==> src/rtl/mips_pkg.sv <==
`timescale 1ns/1ps
`default_nettype none
// ---------------------------------------------------------------------------
// mips_pkg : control-word bit positions and MEM-stage FSM encoding
// Rev 1.0
// ---------------------------------------------------------------------------
package mips_pkg;

  // MEMReg = {Branch, MemRead, MemWrite, ByteOp}
  localparam int MEM_BRANCH  = 3;
  localparam int MEM_READ    = 2;
  localparam int MEM_WRITE   = 1;
  localparam int MEM_BYTE    = 0;

  // WBReg = {RegWrite, MemToReg}
  localparam int WB_REGWRITE = 1;
  localparam int WB_MEMTOREG = 0;

  typedef enum logic [1:0] {
    IDLE   = 2'd0,
    WAIT   = 2'd1,
    HALTED = 2'd2
  } mem_state_e;

endpackage
`default_nettype wire

==> src/rtl/mem_lane_align.sv <==
`timescale 1ns/1ps
`default_nettype none
// ---------------------------------------------------------------------------
// mem_lane_align : byte-lane enables, store replication and load extraction
// Rev 1.0
// ---------------------------------------------------------------------------
module mem_lane_align (
  input  logic [1:0]  addr_lo,
  input  logic        byte_op,
  input  logic [31:0] store_data,
  input  logic [31:0] load_data,
  output logic [3:0]  be,
  output logic [31:0] wdata,
  output logic [31:0] rdata
);

  logic [7:0] load_byte;

  always_comb begin
    load_byte = 8'h00;
    be        = 4'hF;
    wdata     = store_data;
    rdata     = load_data;

    // Little-endian lanes: address offset 0 is bits [7:0].
    case (addr_lo)
      2'd0:    load_byte = load_data[7:0];
      2'd1:    load_byte = load_data[15:8];
      2'd2:    load_byte = load_data[23:16];
      default: load_byte = load_data[31:24];
    endcase

    if (byte_op) begin
      be    = 4'b0001 << addr_lo;
      wdata = {4{store_data[7:0]}};
      rdata = {24'h000000, load_byte};
    end
  end

endmodule
`default_nettype wire

==> src/rtl/mem_stage.sv <==
`timescale 1ns/1ps
`default_nettype none
// ---------------------------------------------------------------------------
// mem_stage : MIPS memory stage - branch resolve, req/ack data bus with
//             timeout, single-cycle IO, MEM/WB register and halt state
// Rev 1.0
// ---------------------------------------------------------------------------
module mem_stage
  import mips_pkg::*;
#(
  parameter int TIMEOUT = 16,
  parameter int CNT_W   = 5
) (
  input  logic        clk,
  input  logic        reset,
  input  logic [31:0] PCPlus4PlusOffReg,
  input  logic [31:0] ResultReg,
  input  logic [31:0] OutBReg,
  input  logic        EqualReg,
  input  logic        IOInstReg,
  input  logic        HaltReg,
  input  logic [4:0]  WrRegReg,
  input  logic [3:0]  MEMReg,
  input  logic [1:0]  WBReg,
  output logic        PCSrc,
  output logic [31:0] BranchTarget,
  output logic        MemStall,
  output logic        dmem_req,
  output logic        dmem_we,
  output logic [31:0] dmem_addr,
  output logic [31:0] dmem_wdata,
  output logic [3:0]  dmem_be,
  input  logic [31:0] dmem_rdata,
  input  logic        dmem_ack,
  input  logic [31:0] io_in,
  output logic [31:0] io_out,
  output logic        io_wr,
  output logic [31:0] ReadDataW,
  output logic [31:0] ResultW,
  output logic [4:0]  WrRegW,
  output logic [1:0]  WBW,
  output logic        Halted,
  output logic        BusErr,
  output logic        AlignErr
);

  mem_state_e       state_q, state_d;
  logic [CNT_W-1:0] cnt_q, cnt_d;
  logic             bus_err_q, bus_err_d;
  logic             align_err_q, align_err_d;
  logic             io_wr_q, io_wr_d;
  logic [31:0]      io_out_q, io_out_d;
  logic [31:0]      read_data_q, read_data_d;
  logic [31:0]      result_q, result_d;
  logic [4:0]       wr_reg_q, wr_reg_d;
  logic [1:0]       wb_q, wb_d;

  logic        is_rd, is_wr, byte_op, branch;
  logic        mem_op, io_op, misaligned;
  logic        st_idle, st_wait, st_halted;
  logic        req, abandon, stall;
  logic [3:0]  lane_be;
  logic [31:0] lane_wdata, lane_rdata;

  assign is_rd   = MEMReg[MEM_READ];
  assign is_wr   = MEMReg[MEM_WRITE];
  assign byte_op = MEMReg[MEM_BYTE];
  assign branch  = MEMReg[MEM_BRANCH];

  assign mem_op     = (is_rd | is_wr) & ~IOInstReg;
  assign io_op      = IOInstReg & (is_rd | is_wr);
  assign misaligned = mem_op & ~byte_op & (ResultReg[1:0] != 2'b00);

  assign st_idle   = (state_q == IDLE);
  assign st_wait   = (state_q == WAIT);
  assign st_halted = (state_q == HALTED);

  // Gating with reset drops the request the moment reset asserts, even
  // though EX/MEM may still present the memory op.
  assign req     = reset & ((st_idle & mem_op & ~misaligned) | st_wait);
  assign abandon = st_wait & ~dmem_ack & (cnt_q == CNT_W'(TIMEOUT));
  assign stall   = (req & ~dmem_ack & ~abandon) | st_halted;

  mem_lane_align u_lane (
    .addr_lo    (ResultReg[1:0]),
    .byte_op    (byte_op),
    .store_data (OutBReg),
    .load_data  (dmem_rdata),
    .be         (lane_be),
    .wdata      (lane_wdata),
    .rdata      (lane_rdata)
  );

  always_comb begin
    state_d   = state_q;
    cnt_d     = cnt_q;
    bus_err_d = bus_err_q;
    case (state_q)
      IDLE: begin
        if (req && !dmem_ack) begin
          state_d = WAIT;
          cnt_d   = CNT_W'(1);
        end else if (HaltReg) begin
          state_d = HALTED;
        end
      end
      WAIT: begin
        if (dmem_ack) begin
          state_d = IDLE;
          cnt_d   = '0;
        end else if (abandon) begin
          state_d   = IDLE;
          cnt_d     = '0;
          bus_err_d = 1'b1;
        end else begin
          cnt_d = cnt_q + CNT_W'(1);
        end
      end
      HALTED:  state_d = HALTED;
      default: state_d = IDLE;
    endcase
  end

  always_comb begin
    result_d    = result_q;
    wr_reg_d    = wr_reg_q;
    read_data_d = read_data_q;
    wb_d        = 2'b00;
    io_out_d    = io_out_q;
    io_wr_d     = 1'b0;
    align_err_d = st_idle & misaligned;

    if (st_idle && io_op && is_wr) begin
      io_out_d = OutBReg;
      io_wr_d  = 1'b1;
    end

    // Stalled edges hold the payload; abandoned/misaligned ones advance as a bubble.
    if (!stall) begin
      result_d    = ResultReg;
      wr_reg_d    = WrRegReg;
      read_data_d = io_op ? io_in : lane_rdata;
      if (!abandon && !misaligned) begin
        wb_d = {WBReg[WB_REGWRITE], WBReg[WB_MEMTOREG]};
      end
    end
  end

  always_ff @(posedge clk or negedge reset) begin
    if (!reset) begin
      state_q     <= IDLE;
      cnt_q       <= '0;
      bus_err_q   <= 1'b0;
      align_err_q <= 1'b0;
      io_wr_q     <= 1'b0;
      io_out_q    <= 32'h0;
      read_data_q <= 32'h0;
      result_q    <= 32'h0;
      wr_reg_q    <= 5'h0;
      wb_q        <= 2'b00;
    end else begin
      state_q     <= state_d;
      cnt_q       <= cnt_d;
      bus_err_q   <= bus_err_d;
      align_err_q <= align_err_d;
      io_wr_q     <= io_wr_d;
      io_out_q    <= io_out_d;
      read_data_q <= read_data_d;
      result_q    <= result_d;
      wr_reg_q    <= wr_reg_d;
      wb_q        <= wb_d;
    end
  end

  assign PCSrc        = branch & EqualReg & ~st_halted;
  assign BranchTarget = PCPlus4PlusOffReg;
  assign MemStall     = stall;
  assign dmem_req     = req;
  assign dmem_we      = req & is_wr;
  assign dmem_addr    = ResultReg;
  assign dmem_wdata   = lane_wdata;
  assign dmem_be      = lane_be;
  assign io_out       = io_out_q;
  assign io_wr        = io_wr_q;
  assign ReadDataW    = read_data_q;
  assign ResultW      = result_q;
  assign WrRegW       = wr_reg_q;
  assign WBW          = wb_q;
  assign Halted       = st_halted;
  assign BusErr       = bus_err_q;
  assign AlignErr     = align_err_q;

endmodule
`default_nettype wire

==> config.mk <==
export PLATFORM = sky130hd
export DESIGN_NAME = mem_stage
export DESIGN_NICKNAME = d
export VERILOG_FILES = /design/src/rtl/mips_pkg.sv /design/src/rtl/mem_lane_align.sv /design/src/rtl/mem_stage.sv
export SDC_FILE = /design/constraint.sdc
export NUM_CORES = 1
export LEC_CHECK = 0
export ABC_CLOCK_PERIOD_IN_PS = 4300
export BUFFER_PORTS_ARGS = -buffer_cell sky130_fd_sc_hd__buf_4
export CAP_MARGIN = 20
export CORE_AREA = 8 8 144 146
export DETAILED_ROUTE_END_ITERATION = 8
export DIE_AREA = 0 0 152 154
export GPL_ROUTABILITY_DRIVEN = 0
export PLACE_DENSITY = 0.65
export SYNTH_ARGS = -nofsm -noshare
export SYNTH_HDL_FRONTEND = slang
export SYNTH_HIERARCHICAL = 1
export SYNTH_SLANG_ARGS = --single-unit
==> constraint.sdc <==
create_clock -name clk -period 4.3 [get_ports clk]
set_clock_uncertainty 0.2 [all_clocks]
set_input_delay 0.645 -clock clk [delete_from_list [all_inputs] [get_ports clk]]
set_output_delay 0.645 -clock clk [all_outputs]
set_load 0.02 [all_outputs]
-- Yosys cells after proc, flatten, opt, wreduce, memory -nomap -nowiden
Index checks and enable logic that the tools add are counted.
W data, S select, Z words.
- output and inout bits: 211
- input bits: 177
- register bits after elaboration: 113
- word-level logic and storage cells: 75
- reduce and logical (&&, ||, !) cells: 14
- $add $sub $neg: 1
- muxes and demuxes: 17
- shift operators: 1
- eq/ne operators: 8
- bitwise gates (word level): 24
- operators by type and width (kind ; number):
    $mux W32 ; 3
    $pmux W8 S3 ; 1
    $and A1 B1 Y1 ; 15
    $mux W5 ; 3
    $mux W2 ; 6
    $pmux W5 S2 ; 1
    $ne A3 B2 Y1 const B ; 2
    $not A1 Y1 ; 6
    $pmux W2 S3 ; 1
    $add A5 B1 Y5 const B ; 1
    $eq A5 B5 Y1 const B ; 1
    $eq A2 B1 Y1 const B ; 2
    $eq A2 B2 Y1 const B ; 2
    $logic_and A1 B1 Y1 ; 4
    $logic_not A2 Y1 ; 2
    $mux W4 ; 1
    $reduce_and A2 Y1 ; 2
    $reduce_bool A2 Y1 ; 2
    $shl A1 B2 Y4 const A ; 1
    $logic_not A1 Y1 ; 3
    $or A1 B1 Y1 ; 3
    $reduce_and A3 Y1 ; 1
    $ne A2 B1 Y1 const B ; 1
    $mux W1 ; 1

-- Logic depth before layout (Yosys ltp)
Gate-level depths: netlist of run 1.
- depth in word-level cells: 12
- depth in mapped cells: 7
- gate-level depth less buffers: 6

-- By module
The synthesis of run 1 kept the hierarchy.
- modules (own cells, without submodules) (module ; instances ; cells each ; area each (µm²)):
    mem_stage ; 1 ; 380 ; 5576.6
    mem_lane_align ; 1 ; 139 ; 810.8

-- Worst setup path before layout of run 1
OpenSTA, ideal clock, no wires.
- kind: input -> output
- from: in IOInstReg
- to: out dmem_we
- data arrival time: 1.604 ns
- buffers on the path: 0
- required time: 3.455 ns
- stages: 4
- path slack: 1.851 ns
- cell sequence: o21ba_2 > a21oi_1 > nor2_1 > and2_1
- cells in the longest elaborated chain, start to end: 9
- elaborated cells on any way between the ends: 10
- those cells by class: bitwise (10)
- RTL lines (what ; line ; text):
    from (decl) ; mem_stage.sv:20 ; input logic IOInstReg,
    $not A1 Y1 (*) ; mem_stage.sv:70 ; assign mem_op = (is_rd | is_wr) & ~IOInstReg;
    $and A1 B1 Y1 (*) ; mem_stage.sv:70 ;
    $and A1 B1 Y1 (2 in series) ; mem_stage.sv:72 ; assign misaligned = mem_op & ~byte_op & (ResultReg[1:0] != 2'b00);
    $not A1 Y1 ; mem_stage.sv:80 ; assign req = reset & ((st_idle & mem_op & ~misaligned) | st_wait);
    $and A1 B1 Y1 (*) ; mem_stage.sv:80 ;
    $or A1 B1 Y1 (*) ; mem_stage.sv:80 ;
    $and A1 B1 Y1 (*) ; mem_stage.sv:80 ;
    named net dmem_req ; mem_stage.sv:28 ; output logic dmem_req,
    $and A1 B1 Y1 (*) ; mem_stage.sv:179 ; assign dmem_we = req & is_wr;
    to (decl) ; mem_stage.sv:29 ; output logic dmem_we,
Mark *: on every way through the listed nets, which the timed path passes. The rest lies on a longest branch.

-- Worst setup path after layout of run 1
- from: in MEMReg[0]
- to: out MemStall
- cells in the longest elaborated chain, start to end: 10
- RTL lines (what ; line ; text):
    from (decl) ; mem_stage.sv:23 ; input logic [3:0] MEMReg,
    $not A1 Y1 ; mem_stage.sv:72 ;
    $and A1 B1 Y1 (2 in series) ; mem_stage.sv:72 ;
    $not A1 Y1 ; mem_stage.sv:80 ;
    $and A1 B1 Y1 ; mem_stage.sv:80 ;
    $or A1 B1 Y1 ; mem_stage.sv:80 ;
    $and A1 B1 Y1 ; mem_stage.sv:80 ;
    $and A1 B1 Y1 (2 in series) ; mem_stage.sv:82 ; assign stall = (req & ~dmem_ack & ~abandon) | st_halted;
    $or A1 B1 Y1 ; mem_stage.sv:82 ;
    to (decl) ; mem_stage.sv:27 ; output logic MemStall,
No other way between the ends.

==> results of run 1 <==
## Yosys cell counts (2+ instances only)
| cell | count |
|---|---|
| sky130_fd_sc_hd__a21oi_1 | 2 |
| sky130_fd_sc_hd__a222oi_1 | 8 |
| sky130_fd_sc_hd__a31oi_1 | 2 |
| sky130_fd_sc_hd__a41oi_1 | 2 |
| sky130_fd_sc_hd__and2b_1 | 4 |
| sky130_fd_sc_hd__buf_2 | 8 |
| sky130_fd_sc_hd__buf_4 | 72 |
| sky130_fd_sc_hd__buf_6 | 10 |
| sky130_fd_sc_hd__clkbuf_1 | 7 |
| sky130_fd_sc_hd__dfrtp_1 | 113 |
| sky130_fd_sc_hd__ha_1 | 2 |
| sky130_fd_sc_hd__inv_1 | 41 |
| sky130_fd_sc_hd__mux2_2 | 66 |
| sky130_fd_sc_hd__mux2_4 | 67 |
| sky130_fd_sc_hd__mux2i_1 | 8 |
| sky130_fd_sc_hd__nand2_1 | 16 |
| sky130_fd_sc_hd__nand2b_1 | 3 |
| sky130_fd_sc_hd__nand3_1 | 2 |
| sky130_fd_sc_hd__nor2_1 | 3 |
| sky130_fd_sc_hd__nor2b_1 | 29 |
| sky130_fd_sc_hd__nor4bb_2 | 2 |
| sky130_fd_sc_hd__o21ai_0 | 28 |
| sky130_fd_sc_hd__or2b_1 | 2 |
| sky130_fd_sc_hd__or3_1 | 2 |
## critical path: stages
cell	delay, ns
sky130_fd_sc_hd__buf_4	0.49
sky130_fd_sc_hd__o21bai_1	0.29
sky130_fd_sc_hd__a41oi_1	0.24
sky130_fd_sc_hd__o2bb2ai_4	0.25
sky130_fd_sc_hd__buf_4	0.18
## worst min path at each step
stage,start,to,cells past startpoint
2_1_floorplan,reset,AlignErr$_DFF_PN0_,0
3_3_place_gp,BusErr$_DFFE_PN0P_,BusErr$_DFFE_PN0P_,1
3_5_place_dp,BusErr$_DFFE_PN0P_,BusErr$_DFFE_PN0P_,1
4_1_cts,reset,io_out[21]$_DFFE_PN0P_,1
5_1_grt,reset,io_out[6]$_DFFE_PN0P_,1
6_report,reset,io_out[6]$_DFFE_PN0P_,1
## per-stage QoR
step | total power, uW | std cells
3_5_place_dp | 3100 | 983
5_1_grt | 4680 | 1016
6_report | 4470 | 1016
4_1_cts | 4540 | 1015
3_3_place_gp | 3080 | 983
2_1_floorplan | 2400 | 519
## per-layer routing
layer / wire, um / track usage / vias up
li1: - / - / 2195
met1: 8430 / 0.199 / 2264
met2: 10400 / 0.291 / 172
met3: 1400 / 0.0619 / 32
met4: 516 / 0.0752 / 0
met5: 0 / 0 / -
## power groups by stage
stage                     Combinational [uW]  Sequential (uW)  Clock [uW]
after CTS                               1600             1500        1440
after detailed placement                1600             1510           0
final                                   1570             1500        1400
after global placement                  1570             1510           0
after global routing                    1650             1530        1490
after floorplan                          570             1830           0
## sequential cells by signal, summed over array words and instances, names as in the netlist
signal	count
cnt_q	5
ResultW	32
WrRegW	5
io_wr	1
WBW	2
state_q	2
BusErr	1
io_out	32
AlignErr	1
ReadDataW	32
## logic make-up (layout without fill, tap and decap cells)
| logic type | count (synthesis) | count (layout) |
|---|---|---|
| mux | 141 | 141 |
| buf+inv | 139 | 402 |
| flops | 113 | 113 |
| simple gates | 72 | 72 |
| compound gates | 51 | 51 |
| fa+ha+maj | 2 | 2 |
| xor+xnor | 1 | 1 |
## layout make-up
| class | count | area, um2 | area share |
|---|---|---|---|
| flip-flops and latches | 113 | 2830 | 0.312 |
| multi-input cells | 267 | 2700 | 0.298 |
| repair buffers | 329 | 2500 | 0.276 |
| clock buffers | 17 | 425 | 0.0469 |
| well taps | 234 | 293 | 0.0323 |
| clock inverters | 15 | 161 | 0.0178 |
| inverters | 41 | 154 | 0.0170 |
==> metrics list, run 1 <==
* Worst rel slew slack: 0.513
* Die height: between 150 and 200 um
* Num rows: 50
* Number of buffers added for setup after CTS: 0
* Synthesized-area fraction occupied by adder cells: 0.00392
- The synthesized design contains 0 enable-type register cells.
- Detailed-routing iteration count for the pre-antenna-repair pass: 4
* Pins over their slew limit: 0
- TritonCTS built the clock tree.
- End of the worst register-to-register path: ReadDataW[28]$_DFFE_PN0N_
- The via count of the first global-routing pass was 5042.
* Final standard cell utilization of the core: 0.491
- Endpoints failing setup: 0
* Share of cell area taken by muxes after synthesis: 0.286
- Hold violation count in the final report: 0
- The final layout contains around 950 nets.
- Data on the critical path is required at its endpoint by roughly 3.5 ns.
* Largest net degree at the start of global routing: between 60 and 70
* Complex-gate fraction of the synthesized area: 0.0545
* Number of violations reported at the end of detailed-routing iteration 0: about 250
- Distinct cell type count after synthesis: 44
- Antenna violations before repair: 0
- Leakage power figure: between 0.004 and 0.005 uW
- RSZ-0062 raised after global routing: no
- Leading cell types in the layout, fill and taps excluded: 327 x sky130_fd_sc_hd__buf_4, 113 x sky130_fd_sc_hd__dfrtp_1, 67 x sky130_fd_sc_hd__mux2_4
* Type of the setup path with the least slack: primary input to output pin
- Data arrival time of the worst path: around 2.1 ns
* DP HPWL: between 15000 and 20000 um
* Placed Instance Area: 8450 um2
- The worst setup path is launched from a primary input.
- The core region is around 18000 um2.
- Summed instance area of the synthesized netlist: between 6000 and 7000 um2
* Commonest non-fill, non-tap cell in the layout: sky130_fd_sc_hd__buf_4
- Top post-synthesis cells by area: sky130_fd_sc_hd__dfrtp_1 44%, sky130_fd_sc_hd__mux2_4 16%, sky130_fd_sc_hd__mux2_2 12%
- Routed WL: roughly 21000 um
- The worst register-to-register path has a setup slack of around 1.9 ns.
* Xor-xnor portion of the synthesized cell area: 0.00137
- Number of buffers created by CTS: 17
- Crit path to: MemStall
- For this run, asynchronously set or reset flops after synthesis account for 1.00.
- In the post-route analysis, the smallest setup slack over all paths is 1.33 ns.
* IR Drop Worst-Case VDD: around 0.32 mV
- After routing, the total negative slack on setup checks comes to 0 ns.
- Of the total power, the clock network draws 0.314.
- The tree is rooted in a sky130_fd_sc_hd__clkbuf_16.
- Number of top-level pins: between 300 and 400
- The run finished with clean final reports.
- Internal power contribution: approximately 3000 uW
* Wire length of the first global-routing pass: roughly 31000 um
- In this run the number of H-tree levels came out at 4.
- Of the post-synthesis cell area, the dominant cell type holds 0.443.
- Path depth of the worst reg2reg path: 7
* Largest driver fanout on the critical path: 63
- The total overflow left after global routing is 0.
- The cell count after synthesis came out at between 500 and 600.
- The path class of the tightest hold or removal check is primary input to asynchronous set/reset pin.
* Starting density of the core: 0.346
- Deepest clock path buffer count: 2
- Share of total power in combinational logic: 0.351
- Clock latency on the worst-skew pair: between 0.4 and 0.5 ns
- The clock drives approximately 110 sinks.
* DRC violation count after routing: 0
* Total vias in the final route: around 4700
- Post-placement worst setup slack: between 1 and 1.5 ns
- After routing the design area is between 9000 and 10000 um2.
- Synthesis-to-finish area growth: 41.9%
- Achievable clock frequency: 337 MHz
* Sw Ratio: 0.325
* Hold Slack: 0.0113 ns
* Kind of capture point of the worst setup path: output pin
- Counting the fill cells in the layout gives around 1700.
- Wire length per cell: around 20 um
* Number of instances resized during post-cts repair: 0
- Of the total synthesized cell area, the portion taken by AND, OR, NAND and NOR gates is 0.0737.
* Top cell type by total area after synthesis: sky130_fd_sc_hd__dfrtp_1
* Antenna Nets Post-Route: 0
* Crit path from: MEMReg[0]
- Dominant combinational cell family by area after synthesis: multiplexers
- Final critical-path share of the clock period: 0.691
* Antenna diodes: 0
* Total nets after synthesis: approximately 700
- Dividing the synthesized area by the synthesized cell count gives 12.3 um2.
- The number of hold buffers added after CTS was 0.
- Maximum capacitance violations: 0
- The startpoint identified for the worst register-to-register timing path is cnt_q[0]$_DFFE_PN0P_.
- The die covers ~23000 um2.
- The Yosys step of the flow raised 6 warnings.
* Transition time at the pin with the least slew margin: about 0.73 ns
- Clock Pin Slew Worst Setup and Hold Paths: around 0.060 ns
- From left edge to right edge, the die measures around 150 um.
- Counting I/O delays and the setup requirement, the final critical path takes around 3.0 ns.
* Dominant register cell in the synthesized netlist: sky130_fd_sc_hd__dfrtp_1
- Fraction of layout instances using a drive strength above 1: 0.647
- Across every metal layer, demand over resource in global routing totals 0.174.
- Of the total power, registers draw 0.335.
* Power spent charging and discharging nets: 1450 uW
- Input and output buffers added on the ports amount to 323.
* Total power density per cell area: a little under 500 nW/um2
- Register bit count reported by yosys: between 100 and 150
- For this run, the register share of the synthesized area comes to 0.443.
* Per-cell via count in the routed design: 4.59
No activity file was read; power rests on OpenSTA's default activity.
==> run 2, diff against run 1 <==
--- a/config.mk
+++ b/config.mk
@@ -5,14 +5,14 @@
 export SDC_FILE = /design/constraint.sdc
 export NUM_CORES = 1
 export LEC_CHECK = 0
-export ABC_CLOCK_PERIOD_IN_PS = 4300
+export ABC_CLOCK_PERIOD_IN_PS = 2500
 export BUFFER_PORTS_ARGS = -buffer_cell sky130_fd_sc_hd__buf_4
 export CAP_MARGIN = 20
 export CORE_AREA = 8 8 144 146
 export DETAILED_ROUTE_END_ITERATION = 8
 export DIE_AREA = 0 0 152 154
 export GPL_ROUTABILITY_DRIVEN = 0
-export PLACE_DENSITY = 0.65
+export PLACE_DENSITY = 0.67
 export SYNTH_ARGS = -nofsm -noshare
 export SYNTH_HDL_FRONTEND = slang
 export SYNTH_HIERARCHICAL = 1
==> constraint.sdc (replaced) <==
create_clock -name clk -period 2.5 [get_ports clk]
set_clock_uncertainty 0.2 [all_clocks]
set_input_delay 0.375 -clock clk [delete_from_list [all_inputs] [get_ports clk]]
set_output_delay 0.375 -clock clk [all_outputs]
set_load 0.02 [all_outputs]
==> run 2 against run 1 <==
First-iteration DRC count fell by 26%. Critical path depth grew 2. Worst setup slack lost 1.2 ns. Power grew 72%. Via count increased by 7.5%. Critical endpoint unchanged. Largest cell class is now non-clock buffers.
==> metrics list, run 2 (synthesis results as in run 1) <==
- Status: complete, no violations (unchanged)
* Transition time at the pin with the least slew margin: 0.549 ns (was 0.727 ns)
- Cell class contributing the biggest share of worst-path delay: flip-flops (was compound AO/OA/AOI/OAI gates)
- The number of antenna violations at the first check in global routing was 1 (was 0).
* Largest driver fanout on the critical path: 3 (was 63)
- Wire length per cell: 19.5 um (was 20.4 um)
- Leading cell types in the layout, fill and taps excluded: 352 x sky130_fd_sc_hd__buf_4, 113 x sky130_fd_sc_hd__dfrtp_1, 67 x sky130_fd_sc_hd__mux2_4 (was 327 x sky130_fd_sc_hd__buf_4, 113 x sky130_fd_sc_hd__dfrtp_1, 67 x sky130_fd_sc_hd__mux2_4)
* Largest net degree at the start of global routing: 103 (was 64)
- The number of nets in the layout came to 1024 (was 948).
* Routed WL: 21200 um (was 20800 um)
- Num rows: 50 (unchanged)
- The commonest non-fill, non-tap cell in the layout is sky130_fd_sc_hd__buf_4 (unchanged).
- Die height: 154 um (unchanged)
* Achievable clock frequency: between 400 and 500 MHz
- Final min period: approximately 2.4 ns
- DP HPWL: 16100 um (about the same)
- The CTS tree was done (unchanged).
- Clock Sink Count: 113 (unchanged)
- Number of violations reported at the end of detailed-routing iteration 0: 183 (was 246)
* Worst rel slew slack: 0.631 (was 0.513)
- The via count of the first global-routing pass came to 5545 (was 5042).
- Total power density per cell area: 789 nW/um2 (was 494 nW/um2)
- Synthesis-to-finish area growth: 53.0% (was 41.9%)
* Number of buffers created by CTS: 17 (unchanged)
- IR Drop Worst-Case VDD: 0.420 mV (was 0.316 mV)
- The antenna diode count came to 0 (unchanged).
- The leakage power is 0.00511 uW (was 0.00476 uW).
* Data arrival time of the worst path: 1.78 ns (was 2.13 ns)
- Pins over their slew limit: 0 (unchanged)
* Total congestion overflow after global routing: 0 (unchanged)
- The number of max-cap violations is 0 (unchanged).
* WP data required: 1.92 ns (was 3.45 ns)
- Dividing the final minimum period by the clock period gives 0.944.
* Post-placement worst setup slack: 0.179 ns (was 1.24 ns)
* Clock latency on the worst-skew pair: 0.40 ns (was 0.41 ns)
* Critical path launch point type: flop (was primary input)
* Type of the setup path with the least slack: flop to output pin (was primary input to output pin)
* Cell Chain, Critical Path: inv_1 > ha_1 > nor4bb_4 > nor3_4 > o2bb2ai_4 > buf_12 > buf_4 (was buf_4 > o21bai_1 > a41oi_1 > o2bb2ai_4 > buf_4)
- Detailed-routing iteration count for the pre-antenna-repair pass: 6 (was 4)
* Antenna Nets Post-Route: 0 (unchanged)
* Clock Pin Slew Worst Setup and Hold Paths: 0.06 ns (about the same)
* Wire length of the first global-routing pass: 32400 um (was 31400 um)
* Floorplan Core Area: 18500 um2 (unchanged)
* Number of top-level pins: 388 (unchanged)
- RSZ-0062 raised after global routing: no (unchanged).
- The kind of end point of the critical path was an output pin (unchanged).
* Setup slack of the critical path after layout: 0.140 ns (was 1.33 ns)
- Crit-path slowest cell: sky130_fd_sc_hd__dfrtp_1 (was sky130_fd_sc_hd__buf_4)
- The number of port buffers is 323 (unchanged).
- The number of buffers and inverters on the critical path is 3 (was 2).
* Setup total negative slack: 0 ns (unchanged)
- Die Footprint: 23400 um2 (unchanged)
* Worst min-delay path class: primary input to flop (was primary input to asynchronous set/reset pin)
* Longest individual stage delay on the worst path: 0.38 ns (was 0.49 ns)
* Fraction of layout instances using a drive strength above 1: 0.621 (was 0.647)
- Per-cell via count in the routed design: 4.59 (about the same)
* Endpoints failing setup: 0 (unchanged)
* Deepest clock path buffer count: 2 (unchanged)
- The routed via count is 5011 (was 4663).
* Horizontal die dimension: 152 um (unchanged)
- Hold violation count in the final report: 0 (unchanged)
* Clock Tree Root: sky130_fd_sc_hd__clkbuf_16 (unchanged)
- The final standard cell count with taps included and fillers excluded came to 1092 (was 1016).
- Overall fraction of global-route tracks in use: 0.176 (was 0.174)
* Starting density of the core: 0.346 (unchanged)
- The total instance count after detailed placement is 1006 (was 983).
* Depth of the CTS H-tree: 4 (unchanged)
* DRC violation count after routing: 0 (unchanged)
[run 2: changes by cell type in the layout (fill, tap and decap cells not counted)]
cell,change
sky130_fd_sc_hd__clkbuf_1,+1
sky130_fd_sc_hd__clkbuf_8,+2
sky130_fd_sc_hd__buf_16,-1
sky130_fd_sc_hd__dlygate4sd3_1,+48
sky130_fd_sc_hd__clkinv_4,-1
sky130_fd_sc_hd__inv_6,-2
sky130_fd_sc_hd__bufinv_16,-1
sky130_fd_sc_hd__buf_12,+3
sky130_fd_sc_hd__bufbuf_16,+1
sky130_fd_sc_hd__clkinv_2,+1
sky130_fd_sc_hd__buf_4,+25
[run 2: area by class of cell]
class                   instances  area [um2]
clock buffers                  20         457
clock inverters                12         110
fillers                      1626        8680
inverters                      41         154
multi-input cells             267        2700
flip-flops and latches        113        2830
well taps                     234         293
repair buffers                405        3240
[run 2: report_power, final]
part / switching [uW] / total [uW] / internal (uW)
Combinational: 1320 / 2800 / 1480
Sequential: 294 / 2600 / 2300
Clock: 894 / 2310 / 1420
Total: 2500 / 7710 / 5200
[run 2: per-stage QoR]
stage	util	total power, uW	cell area (um2)	hold WS (ns)
6_report	0.530	7710	9780	0.0235
5_1_grt	0.530	8020	9780	0.0000954
4_1_cts	0.528	7800	9750	0.000127
3_5_place_dp	0.469	5380	8660	0.0589
3_3_place_gp	0.469	5330	8660	0.0574
2_1_floorplan	-	4130	6390	-0.121
[run 2: worst reg2reg max path: stages, from the launching register on]
cell and delay, ns:
sky130_fd_sc_hd__dfrtp_1 0.35, sky130_fd_sc_hd__inv_1 0.05, sky130_fd_sc_hd__ha_1 0.18, sky130_fd_sc_hd__nor4bb_4 0.16, sky130_fd_sc_hd__nor3_4 0.18, sky130_fd_sc_hd__o2bb2ai_4 0.16, sky130_fd_sc_hd__buf_12 0.12, sky130_fd_sc_hd__buf_4 0.18
sky130_fd_sc_hd__buf_4 0.22, sky130_fd_sc_hd__mux2_4 0.31
[run 2: worst paths after layout]
kind                                      start                        end  slack [ns]  cells after the start
hold / removal                    ResultReg[16]    ResultW[16]$_DFFE_PN0N_        0.02                      2
setup / recovery           cnt_q[1]$_DFFE_PN0P_                   MemStall        0.14                      7
setup reg to reg           cnt_q[0]$_DFFE_PN0P_    ResultW[27]$_DFFE_PN0N_        0.26                      9
min in group asynchronous                 reset     state_q[1]$_DFFE_PN0P_        0.34                      2
hold reg to reg              BusErr$_DFFE_PN0P_         BusErr$_DFFE_PN0P_        0.27                      1
max in group asynchronous                 reset  ReadDataW[21]$_DFFE_PN0N_        1.20                      3
[run 2: layer usage]
| layer | GRT usage | wire, um |
|---|---|---|
| met5 | 0 | 13 |
| met2 | 0.315 | 11200 |
| met1 | 0.191 | 8320 |
| met4 | 0.0662 | 370 |
| met3 | 0.0577 | 1350 |
[run 2: what timing repair did]
action	CTS	global route
hold buffers	48	0
buffers inserted	2	3
gates cloned	1	0
hold endpoints to repair	57	0
resized for setup	0	0
endpoints found under the setup margin	1	1
pin swaps	2	0
